<file path="src/rtl/div_seq_pkg.sv">
// Shared encodings and widths for the sequential divider.
// Imported by div_seq and div_step.
package div_seq_pkg;

    localparam int DIV_DATA_W       = 32;
    localparam int DIV_CNT_W        = 6;
    localparam int DOUBLE_REG_BUS_W = 2 * DIV_DATA_W;

    typedef enum logic [1:0] {
        DivFree   = 2'b00,
        DivByZero = 2'b01,
        DivOn     = 2'b10,
        DivEnd    = 2'b11
    } div_state_t;

    localparam logic DivResultReady    = 1'b1;
    localparam logic DivResultNotReady = 1'b0;
    localparam logic DivStart          = 1'b1;
    localparam logic DivStop           = 1'b0;

endpackage

</file>
<file path="src/rtl/div_step.sv">
// One restoring-division iteration: trial subtract, select, shift; purely combinational.
// Working register layout: [2W:W] partial remainder with next dividend bit, [W-1:0] remaining bits/quotient.
module div_step #(
    parameter int DATA_W = 32
) (
    input  logic [2*DATA_W:0]   i_work,
    input  logic [DATA_W-1:0]   i_divisor,
    output logic [2*DATA_W:0]   o_work
);

    logic              w_ge;
    logic [DATA_W-1:0] w_diff;

    // On success the difference is below the divisor, so W bits are enough.
    assign w_ge   = i_work[2*DATA_W:DATA_W] >= {1'b0, i_divisor};
    assign w_diff = i_work[2*DATA_W-1:DATA_W] - i_divisor;

    assign o_work = w_ge ? {w_diff, i_work[DATA_W-1:0], 1'b1}
                         : {i_work[2*DATA_W-1:0], 1'b0};

endmodule

</file>
<file path="src/rtl/div_seq.sv">
// Radix-2 restoring divider returning {remainder, quotient}; DATA_W+1 cycles start-to-ready, result held while start_i stays high.
// DIV_SEQ_EARLY_EXIT_EN: finish in one cycle when |dividend| < |divisor|.
module div_seq
    import div_seq_pkg::*;
#(
    parameter int DATA_W = DIV_DATA_W,
    parameter int CNT_W  = DIV_CNT_W
) (
    input  logic                  clk,
    input  logic                  rst,
    input  logic                  signed_div_i,
    input  logic [DATA_W-1:0]     opdata1_i,
    input  logic [DATA_W-1:0]     opdata2_i,
    input  logic                  start_i,
    input  logic                  annul_i,
    output logic [2*DATA_W-1:0]   result_o,
    output logic                  ready_o
);

    div_state_t            r_state;
    div_state_t            w_state_nxt;
    logic [2*DATA_W:0]     r_work;
    logic [2*DATA_W:0]     w_step;
    logic [DATA_W-1:0]     r_divisor;
    logic [CNT_W-1:0]      r_cnt;
    logic                  r_neg_q;
    logic                  r_neg_r;
    logic                  r_ready;
    logic [2*DATA_W-1:0]   r_result;

    logic                  w_ready_nxt;
    logic [2*DATA_W-1:0]   w_result_nxt;
    logic                  w_load;
    logic                  w_iter;
    logic                  w_a_neg;
    logic                  w_b_neg;
    logic [DATA_W-1:0]     w_a_mag;
    logic [DATA_W-1:0]     w_b_mag;
    logic [DATA_W-1:0]     w_quot;
    logic [DATA_W-1:0]     w_rem;

    assign w_a_neg = signed_div_i & opdata1_i[DATA_W-1];
    assign w_b_neg = signed_div_i & opdata2_i[DATA_W-1];
    assign w_a_mag = w_a_neg ? -opdata1_i : opdata1_i;
    assign w_b_mag = w_b_neg ? -opdata2_i : opdata2_i;

    div_step #(.DATA_W(DATA_W)) u_step (
        .i_work    (r_work),
        .i_divisor (r_divisor),
        .o_work    (w_step)
    );

    // Sign correction is applied to the last iteration's output as it is captured.
    assign w_quot = r_neg_q ? -w_step[DATA_W-1:0] : w_step[DATA_W-1:0];
    assign w_rem  = r_neg_r ? -w_step[2*DATA_W:DATA_W+1] : w_step[2*DATA_W:DATA_W+1];

    always_ff @(posedge clk or negedge rst) begin
        if (!rst) begin
            r_state <= DivFree;
        end else begin
            r_state <= w_state_nxt;
        end
    end

    always_comb begin
        w_state_nxt  = r_state;
        w_ready_nxt  = DivResultNotReady;
        w_result_nxt = r_result;
        w_load       = 1'b0;
        w_iter       = 1'b0;
        case (r_state)
            DivFree: begin
                w_result_nxt = '0;
                if (start_i == DivStart && !annul_i) begin
                    if (opdata2_i == '0) begin
                        w_state_nxt = DivByZero;
`ifdef DIV_SEQ_EARLY_EXIT_EN
                    end else if (w_a_mag < w_b_mag) begin
                        w_state_nxt  = DivEnd;
                        w_ready_nxt  = DivResultReady;
                        w_result_nxt = {opdata1_i, {DATA_W{1'b0}}};
`endif
                    end else begin
                        w_state_nxt = DivOn;
                        w_load      = 1'b1;
                    end
                end
            end
            DivByZero: begin
                w_result_nxt = '0;
                if (annul_i) begin
                    w_state_nxt = DivFree;
                end else begin
                    w_state_nxt = DivEnd;
                    w_ready_nxt = DivResultReady;
                end
            end
            DivOn: begin
                if (annul_i || start_i == DivStop) begin
                    w_state_nxt  = DivFree;
                    w_result_nxt = '0;
                end else begin
                    w_iter = 1'b1;
                    if (r_cnt == CNT_W'(DATA_W - 1)) begin
                        w_state_nxt  = DivEnd;
                        w_ready_nxt  = DivResultReady;
                        w_result_nxt = {w_rem, w_quot};
                    end
                end
            end
            DivEnd: begin
                if (annul_i || start_i == DivStop) begin
                    w_state_nxt  = DivFree;
                    w_result_nxt = '0;
                end else begin
                    w_ready_nxt = DivResultReady;
                end
            end
            default: begin
                w_state_nxt  = DivFree;
                w_result_nxt = '0;
            end
        endcase
    end

    always_ff @(posedge clk or negedge rst) begin
        if (!rst) begin
            r_ready   <= DivResultNotReady;
            r_result  <= '0;
            r_work    <= '0;
            r_divisor <= '0;
            r_cnt     <= '0;
            r_neg_q   <= 1'b0;
            r_neg_r   <= 1'b0;
        end else begin
            r_ready  <= w_ready_nxt;
            r_result <= w_result_nxt;
            if (w_load) begin
                r_work    <= {{DATA_W{1'b0}}, w_a_mag, 1'b0};
                r_divisor <= w_b_mag;
                r_cnt     <= '0;
                r_neg_q   <= w_a_neg ^ w_b_neg;
                r_neg_r   <= w_a_neg;
            end else if (w_iter) begin
                r_work <= w_step;
                r_cnt  <= r_cnt + 1'b1;
            end
        end
    end

    assign ready_o  = r_ready;
    assign result_o = r_result;

endmodule

</file>
<file path="config.mk">
export PLATFORM = sky130hd
export DESIGN_NAME = div_seq
export DESIGN_NICKNAME = d
export VERILOG_FILES = /design/src/rtl/div_seq_pkg.sv /design/src/rtl/div_step.sv /design/src/rtl/div_seq.sv
export SDC_FILE = /design/constraint.sdc
export NUM_CORES = 1
export LEC_CHECK = 0
export BUFFER_PORTS_ARGS = -buffer_cell sky130_fd_sc_hd__buf_2
export CAP_MARGIN = 30
export CORE_MARGIN = 5
export CORE_UTILIZATION = 65
export DETAILED_ROUTE_END_ITERATION = 8
export GPL_TIMING_DRIVEN = 0
export PLACE_DENSITY = 0.95
export SLEW_MARGIN = 20
export SYNTH_ARGS = -nofsm -noshare
export SYNTH_HDL_FRONTEND = slang
export SYNTH_HIERARCHICAL = 1
export SYNTH_SLANG_ARGS = --single-unit
</file>
<file path="constraint.sdc">
create_clock -name clk -period 7.4 [get_ports clk]
set_input_delay 0.74 -clock clk [delete_from_list [all_inputs] [get_ports clk]]
set_output_delay 0.74 -clock clk [all_outputs]
set_load 0.02 [all_outputs]
</file>
==> results.cfg <==
[synth]
mapped_cells = 1475
syn-mean-instance-area_sq_um = 8.294
synthMostInstantiatedCell = nand2_1
async_flop_share_pct = 100.0
largest_family_of_logic_cells_by_synthesized_area = compound AO/OA/AOI/OAI gates
post_synth_main_area_contributors = dfrtp_1 (35%), xor2_1 (6.6%), nand2_1 (6.6%)
synth_nets = 1582
synth_common_cells = nand2_1 (214), dfrtp_1 (172), a21oi_1 (150)
synth_area_sq_um = 12230
synthAdderAreaFrac_pct = 3.948
netlist-cell-type-count = 71
compound_cell_area_share_of_the_yosys_netlist_pct = 20.56
synth_largest_type_area_fraction_pct = 35.18
synthFlopType = dfrtp_1
share_of_synthesized_area_spent_on_multiplexers_pct = 3.600
synthesis.yosys.warnings = 6
synth_simple_gate_area_share_pct = 19.53
synth_seq_cells = 172
post_synth_xor_area_fraction_pct = 10.45
yosys.area.top_type = dfrtp_1
number_of_enable_type_register_cells_in_the_synthesized_netlist = 0
synth.yosys.seq_area_share_pct = 35.18

[timing]
clock.fmax_ghz = 0.1847
finalCritPeriodShare_pct = 73.15
period_minus_slack_ps = 5413
layout_setup_ws_ps = 1987
rsz0062_at_grt = false
report.final.setup_viol = 0
slew_viol_final = 0
slew_headroom_pct = 39.02
tightestPinTransition_ps = 902.9
hold_violations = 0
final.setup_skew_ps = 11.47
sum_neg_setup_slack_ps = 0

[placement]
post_dp_hpwl_mm = 27.43
port-buffer-count = 133
place_worst_setup_slack_ps = 2157
globalplace.congestion = 0.9806

[detailed_routing]
route.detailed.wl_per_inst_um = 19.66
wirelength_mm = 36.96
drt-initial-drc-count = 1689
detailedRoute.firstPassIterationCount = 6
detailroute.via_count = 12319
postRouteAntennaNets = 0
drc = 0
vias_per_cell = 6.553

[grt]
overflow_left_after_global_routing = 0
via_count_of_the_first_global_routing_pass = 11665
wire_length_of_the_first_global_routing_pass_mm = 58.91
grt_max_degree = 101
grt_use_total_pct = 33.36
antenna_found_initial = 2

[die]
chipWidth_um = 147.2
site_rows = 50
die_height_um = 147.2
initial_core_util_pct = 65.62
num_io_pins = 134
core_area_sq_um = 18640
floorplan.die_area_sq_um = 21660

[run_status]
run_status = completed

[cells_and_area]
post_route_cells_drive_above_1_share_pct = 16.53
nets = 1739
utilization_pct = 74.28
nFillCells = 1315
area_growth_pct = 13.18

[setup_path]
critical_path_peak_fanout = 10
arrival_ps = 5720
crit_start = r_divisor[10]
worst_ep_required_time_ps = 7710
setup.worst_path.class = reg -> reg
startpoint_type = register
worst_setup_path_end_kind = register
crit-reg2reg-launch = r_divisor[10]

[clocking]
cts_max_path_buffers = 2
worst_skew_pair.late_latency_ps = 440
ctsHtreeMaxLevel = 4
tritoncts_buffer_count = 17
cts_setup_buffers = 0
cts_tree = yes
post_cts_repair_resize_count = 0
clock_tree.root_cell = clkbuf_16
cts_num_sinks = 172
clkSlewWorstSetupHoldPaths_ps = 70
cts.hold.buffers_added = 0

[flow_run]
timing.max_cap.violations = 0

[power_and_ir_drop]
p_leak_uw = 0.006385
ir_drop_v = 0.0001646
post-layout-total-power_uw = 2746
power_per_cell_area_nw_per_um2 = 198.3

[min_path]
min_path_type = in -> async
power by group:
| group | internal [uW] | total (uW) | switching (uW) |
|---|---|---|---|
| sequential | 1010 | 1060 | 47.9 |
| clock | 507 | 919 | 412 |
| combinational | 290 | 768 | 478 |
| total | 1810 | 2750 | 938 |
worst paths after layout:
| kind | endpoint | slack [ps] | depth (start not counted) |
|---|---|---|---|
| max | result_o[63] | 1990 | 18 |
| min | r_divisor[10] | 250 | 1 |
| max reg2reg | result_o[63] | 1990 | 18 |
| min reg2reg | r_divisor[14] | 490 | 2 |
| max in group asynchronous | result_o[42] | 6280 | 2 |
| min in group clk | r_divisor[14] | 490 | 2 |
worst max-delay path, cell delays in order (launching register included):
cell      delay, ps
dfrtp_1         360
inv_1            70
ha_1            270
clkbuf_1        250
nand4_1         230
nor3_1          370
o211ai_1        190
nor4b_4         180
o21ai_2         200
a31oi_4         150
o21a_4          270
inv_2            70
buf_2           260
mux2_2          420
nor4_1          610
nand2_1         320
o41ai_1         670
xor2_1          270
a21oi_1         110
final cells by class:
cell class	count	area (sq um)	share of cell area, %
sequential	172	4304	31.08
clock buffer	19	432.9	3.126
timing repair buffer	138	723.2	5.223
inverter	55	206.4	1.491
buffer	121	616.8	4.455
multi-input combinational	1127	7113	51.37
antenna	1	2.502	0.01807
tap	234	292.8	2.114
clock inverter	13	155.1	1.120
kinds of logic (layout without fill, tap and decap cells):
logic type | after synthesis | after routing
flip-flops | 172 | 172
buffers and inverters | 176 | 346
adder cells (fa/ha/maj) | 38 | 38
other | 0 | 1
multiplexers | 37 | 37
AND/OR/NAND/NOR | 495 | 495
AO/OA/AOI/OAI | 411 | 411
XOR/XNOR | 146 | 146
per-stage QoR:
| step | area, sq um | instances | hold WS (ps) |
|---|---|---|---|
| 4_1_cts | 13820 | 1875 | 277.7 |
| 6_report | 13850 | 1880 | 250.4 |
| 2_1_floorplan | 12230 | 1475 | 444.4 |
| 5_1_grt | 13850 | 1880 | 297.6 |
| 3_5_place_dp | 13240 | 1843 | 470.7 |
| 3_3_place_gp | 13190 | 1842 | 462.8 |
registers in the layout, summed over array words and instances, names as in the netlist:
| register | count |
|---|---|
| ready_o | 1 |
| result_o | 64 |
| r_neg_r | 1 |
| r_state | 2 |
| r_work | 65 |
| r_cnt | 6 |
| r_divisor | 32 |
| r_neg_q | 1 |
layout by cell type (no fill, tap or decap), types with 16 or more instances in the layout:
| cell type | synthesis | layout |
|---|---|---|
| a21oi_1 | 150 | 150 |
| nor2_1 | 85 | 85 |
| inv_1 | 54 | 54 |
| nand4_1 | 18 | 18 |
| nor3_1 | 25 | 25 |
| or4_1 | 16 | 16 |
| buf_2 | 12 | 145 |
| o21ai_0 | 101 | 101 |
| nand3_1 | 19 | 19 |
| nor4_1 | 20 | 20 |
| mux2_2 | 20 | 20 |
| buf_4 | 33 | 33 |
| dfrtp_1 | 172 | 172 |
| nand2_1 | 214 | 214 |
| clkbuf_16 | 0 | 17 |
| o41ai_1 | 32 | 32 |
| xnor2_1 | 54 | 54 |
| a31oi_1 | 27 | 27 |
| and3_1 | 27 | 27 |
| o31ai_1 | 24 | 24 |
| xor2_1 | 92 | 92 |
| clkbuf_1 | 70 | 72 |
| a211oi_1 | 19 | 19 |
| ha_1 | 37 | 37 |
per-layer routing:
metal / GRT usage [%] / part of all wire, % / up-vias
li1: - / - / 5526
met1: 44.73 / 40 / 5840
met2: 53.43 / 46 / 807
met3: 7.866 / 11 / 144
met4: 11.70 / 3.2 / 2
met5: 0 / 0.030 / -
Power figures use the tool's default switching activity.
